## config.mk

```make
export PLATFORM = sky130hd
export DESIGN_NAME = btn_conditioner
export DESIGN_NICKNAME = d
export VERILOG_FILES = /design/src/rtl/btn_conditioner.sv
export SDC_FILE = /design/constraint.sdc
export NUM_CORES = 1
export LEC_CHECK = 0
export ABC_AREA = 1
export BUFFER_PORTS_ARGS = -buffer_cell sky130_fd_sc_hd__buf_4
export CORE_MARGIN = 3
export CORE_UTILIZATION = 40
export CTS_BUF_LIST = sky130_fd_sc_hd__clkbuf_2
export DETAILED_ROUTE_END_ITERATION = 12
export HOLD_SLACK_MARGIN = 0.03
export PLACE_DENSITY_LB_ADDON = 0.1
export REMOVE_ABC_BUFFERS = 1
export SETUP_SLACK_MARGIN = 0.15
export SYNTH_ARGS = -nofsm -noshare
export SYNTH_HDL_FRONTEND = slang
export SYNTH_SLANG_ARGS = --single-unit
```

## constraint.sdc

```tcl
create_clock -name clk -period 6.2 [get_ports clk]
set_input_delay 0.62 -clock clk [delete_from_list [all_inputs] [get_ports clk]]
set_output_delay 0.62 -clock clk [all_outputs]
set_load 0.05 [all_outputs]
```

## src/rtl/btn_conditioner.sv

```systemverilog
// btn_conditioner: synchronize, debounce and press/release/auto-repeat pulse generation for push buttons
module btn_conditioner #(
  parameter int NUM_BTNS        = 3,
  parameter int DEBOUNCE_CYCLES = 1_000_000,
  parameter int REPEAT_DELAY    = 30_000_000,
  parameter int REPEAT_PERIOD   = 10_000_000
) (
  input  logic                clk,
  input  logic                reset_n,
  input  logic [NUM_BTNS-1:0] btn_raw,
  output logic [NUM_BTNS-1:0] btn_level,
  output logic [NUM_BTNS-1:0] btn_press,
  output logic [NUM_BTNS-1:0] btn_repeat,
  output logic [NUM_BTNS-1:0] btn_release
);
  localparam int DW = $clog2(DEBOUNCE_CYCLES) + 1;
  localparam int RMAX = REPEAT_DELAY > REPEAT_PERIOD ? REPEAT_DELAY : REPEAT_PERIOD;
  localparam int RW = $clog2(RMAX) + 1;
  localparam logic [DW-1:0] DEB_TERM = DW'(DEBOUNCE_CYCLES - 2);
  localparam logic [RW-1:0] REP_DLY = RW'(REPEAT_DELAY);
  localparam logic [RW-1:0] REP_PER = RW'(REPEAT_PERIOD);
  localparam logic [RW-1:0] REP_SAT = '1;
  typedef enum logic [1:0] {IDLE, PRESS_WAIT, HELD, RELEASE_WAIT} state_t;
  logic [NUM_BTNS-1:0] s1, s2;
  always_ff @(posedge clk) begin
    if (!reset_n) begin
      s1 <= '0;
      s2 <= '0;
    end else begin
      s1 <= btn_raw;
      s2 <= s1;
    end
  end
  for (genvar i = 0; i < NUM_BTNS; i++) begin : g_ch
    state_t state;
    logic [DW-1:0] cnt;
    logic [RW-1:0] rcnt, rnext;
    logic first, rhit, lvl, prs, rpt, rls;
    always_comb begin
      rnext = rcnt == REP_SAT ? rcnt : rcnt + RW'(1);
      rhit = REPEAT_DELAY != 0 && rnext == (first ? REP_DLY : REP_PER);
    end
    always_ff @(posedge clk) begin
      if (!reset_n) begin
        state <= IDLE;
        cnt <= '0;
        rcnt <= '0;
        first <= 1'b0;
        lvl <= 1'b0;
        prs <= 1'b0;
        rpt <= 1'b0;
        rls <= 1'b0;
      end else begin
        prs <= 1'b0;
        rpt <= 1'b0;
        rls <= 1'b0;
        if (state == HELD || state == RELEASE_WAIT) begin
          rcnt <= rhit ? '0 : rnext;
          rpt <= rhit;
          if (rhit) first <= 1'b0;
        end
        case (state)
          IDLE:
            if (s2[i]) begin
              state <= PRESS_WAIT;
              cnt <= '0;
            end
          PRESS_WAIT:
            if (!s2[i]) begin
              state <= IDLE;
              cnt <= '0;
            end else if (cnt == DEB_TERM) begin
              state <= HELD;
              lvl <= 1'b1;
              prs <= 1'b1;
              rpt <= 1'b1;
              rcnt <= '0;
              first <= 1'b1;
            end else cnt <= cnt + DW'(1);
          HELD:
            if (!s2[i]) begin
              state <= RELEASE_WAIT;
              cnt <= '0;
            end
          RELEASE_WAIT:
            if (s2[i]) state <= HELD;
            else if (cnt == DEB_TERM) begin
              state <= IDLE;
              lvl <= 1'b0;
              rls <= 1'b1;
              rpt <= 1'b0;
            end else cnt <= cnt + DW'(1);
          default: state <= IDLE;
        endcase
      end
    end
    assign btn_level[i] = lvl;
    assign btn_press[i] = prs;
    assign btn_repeat[i] = rpt;
    assign btn_release[i] = rls;
  end
endmodule

```

==> run metrics <==
area of the multi-input gates=a little under 6000 sq um; Most used DFF post-synth=dfxtp_1; setup violators final=0; Pwr per Cell Area=around 170 nW/um^2; Max Fclk=297 MHz; Tmin final=3.37 ns; root buf cell=clkbuf_2; remaining antenna violation count=0; initial DRC count=710; Starting Density=between 40% and 50%; die area=27,900 sq um; Worst Path Required=6.82 ns; H-tree depth=4; vias in the first global route=9,422; global route overflow=0; Seq cells post-synth=168; Post-Syn Area per Cell=6.14 sq um; Sequential cell area=3360 sq um; Initial DRT Pass Iterations=5; CTS tree=built; P_leak=4.14 nW; Final Util=a little over two fifths; Clock Latency Late Sink=between 0.7 and 0.8 ns; crit-path max FO=38; core box area=25,300 sq um; overall power=~1.8 mW; Resized Gates After CTS=0; Layout Cells excl Fill=2,022; asr flop ratio synth=0%; number of clock sinks=~170; WP data arrival=3.99 ns; IO buf count=16; Final Cell Area=10,900 sq um; average wire per standard cell=13.0 um; largest net degree at the start of global routing=46; Setup WS pre-CTS=2.84 ns; via count=between 10,000 and 15,000; share of layout cells above drive strength 1=under 10%; CTS Buf Count=17; Cells after DPL=1,986; Layout area overhead=5.46%; HPWL Detailed=19,500 um; Synth Cell Area=10,400 sq um; DRC Markers=0; Post-synth EDFFs=0; Crit Path Category=register to register; clk slew on worst S/H paths=0.27 ns; Min-Delay Path Class=primary input to register; setup TNS=0 ns; Peak supply drop=0.114 mV; Critical Path Start Type=register; io pins=17; final worst setup slack=about 2.8 ns; GRT Total Usage=approximately a fifth; nets@finish=approximately 1,700; CP endpoint kind=register; status=complete, no violations; YS warnings=0; Placer Congestion=approximately 0.88; fin crit share=a little over half; number of hold buffers added after CTS=3; Max Clock Skew=0.0651 ns; Vias/cell=between 5 and 6; antenna violations before repair=1; Die Wd=~170 um; Worst Tran Pin Value=around 1.2 ns; Max Cap Violations=0; global-route wire length before repair=roughly 45,000 um; dpl cell area=approximately 11,000 sq um; Filler Cell Count=2,791; WHS=0.241 ns; row count=58; RSZ-0062 raised after global routing=no; relative slew slack=a little under a quarter; max-slew violations=0; sequential area share after synthesis=32.4%; Synth Instances=1,688; Post-CTS Setup Bufs=0; Die Y=between 150 and 200 um; final hold violation count=0; total wire length=26,200 um; Distinct cells, synth=50; Longest Clk Path Bufs=2
==> logic make-up after synthesis <==
family | after synthesis | synth area share (%)
buffers and inverters | 258 | 10.2
flip-flops | 168 | 32.4
XOR/XNOR | 37 | 3.13
AO/OA/AOI/OAI | 231 | 12.1
AND/OR/NAND/NOR | 985 | 41.1
adder cells (fa/ha/maj) | 9 | 1.09
==> final cells by class <==
cell class	count	share of cell area (%)
Sequential cell	168	30.8
Antenna cell	1	0.0229
Clock buffer	17	0.778
Tap cell	330	3.78
Multi-Input combinational cell	1262	54.4
Timing Repair Buffer	22	1.58
Inverter	207	7.12
Clock inverter	15	1.52
==> worst max-delay path: stages, from the launching register on <==
cell and delay, ns:
dfxtp_1 0.88, inv_1 0.75, nand2_1 0.25, inv_1 0.07, a21oi_1 0.22, inv_1 0.13, o21ai_1 0.47, inv_1 0.33
o21ai_0 0.15, a21oi_1 0.05
==> Yosys cell counts, types with 9 or more instances <==
cell	number	share of area (%)
nand2_1	461	17
nor2_1	265	9.6
inv_1	198	7.2
dfxtp_1	168	32
a21oi_1	154	7.4
nand3_1	112	5.4
nand4_1	40	2.4
o21ai_0	40	1.9
nor3_1	34	1.6
xor2_1	29	2.5
clkbuf_1	25	0.91
buf_4	13	0.94
nor4_1	12	0.72
nand3b_1	10	0.72
ha_1	9	1.1
nand2_2	9	0.54
==> power breakdown <==
group          switching, mW  internal, mW
clock                  0.431         0.197
sequential            0.0129          1.09
combinational         0.0618        0.0215
==> registers in the layout, summed over array words and instances, names as in the netlist, named ones only <==
register and count:
s1 3, g_ch.rpt 3, s2 3, g_ch.state 3
g_ch.rcnt 78, g_ch.rls 3, g_ch.cnt 63, g_ch.lvl 3
g_ch.first 3, g_ch.prs 3
==> per-layer routing <==
metal	track usage, %	vias to the layer above	wire length (um)
li1	-	5396	-
met1	25.8	4594	13300
met2	31.5	122	11900
met3	2.99	20	703
met4	4.16	0	301
met5	0	-	0
==> cells in the final DEF (no fill, tap or decap), types with 29 or more instances in the layout <==
cell	n
nand2_1	461
nor2_1	265
inv_1	198
dfxtp_1	168
a21oi_1	154
nand3_1	112
nand4_1	40
o21ai_0	39
nor3_1	34
xor2_1	29
==> final timing paths <==
| check | startpoint | to | slack [ns] | cells after the start |
|---|---|---|---|---|
| worst max-delay path | register | g_ch[2].cnt[13] | 2.83 | 9 |
| worst min-delay path | reset_n | s1[1] | 0.24 | 3 |
| worst max register to register | register | g_ch[2].cnt[13] | 2.83 | 9 |
| worst min register to register | s1[0] | s2[0] | 0.44 | 2 |
No activity file was read; power rests on OpenSTA's default activity.
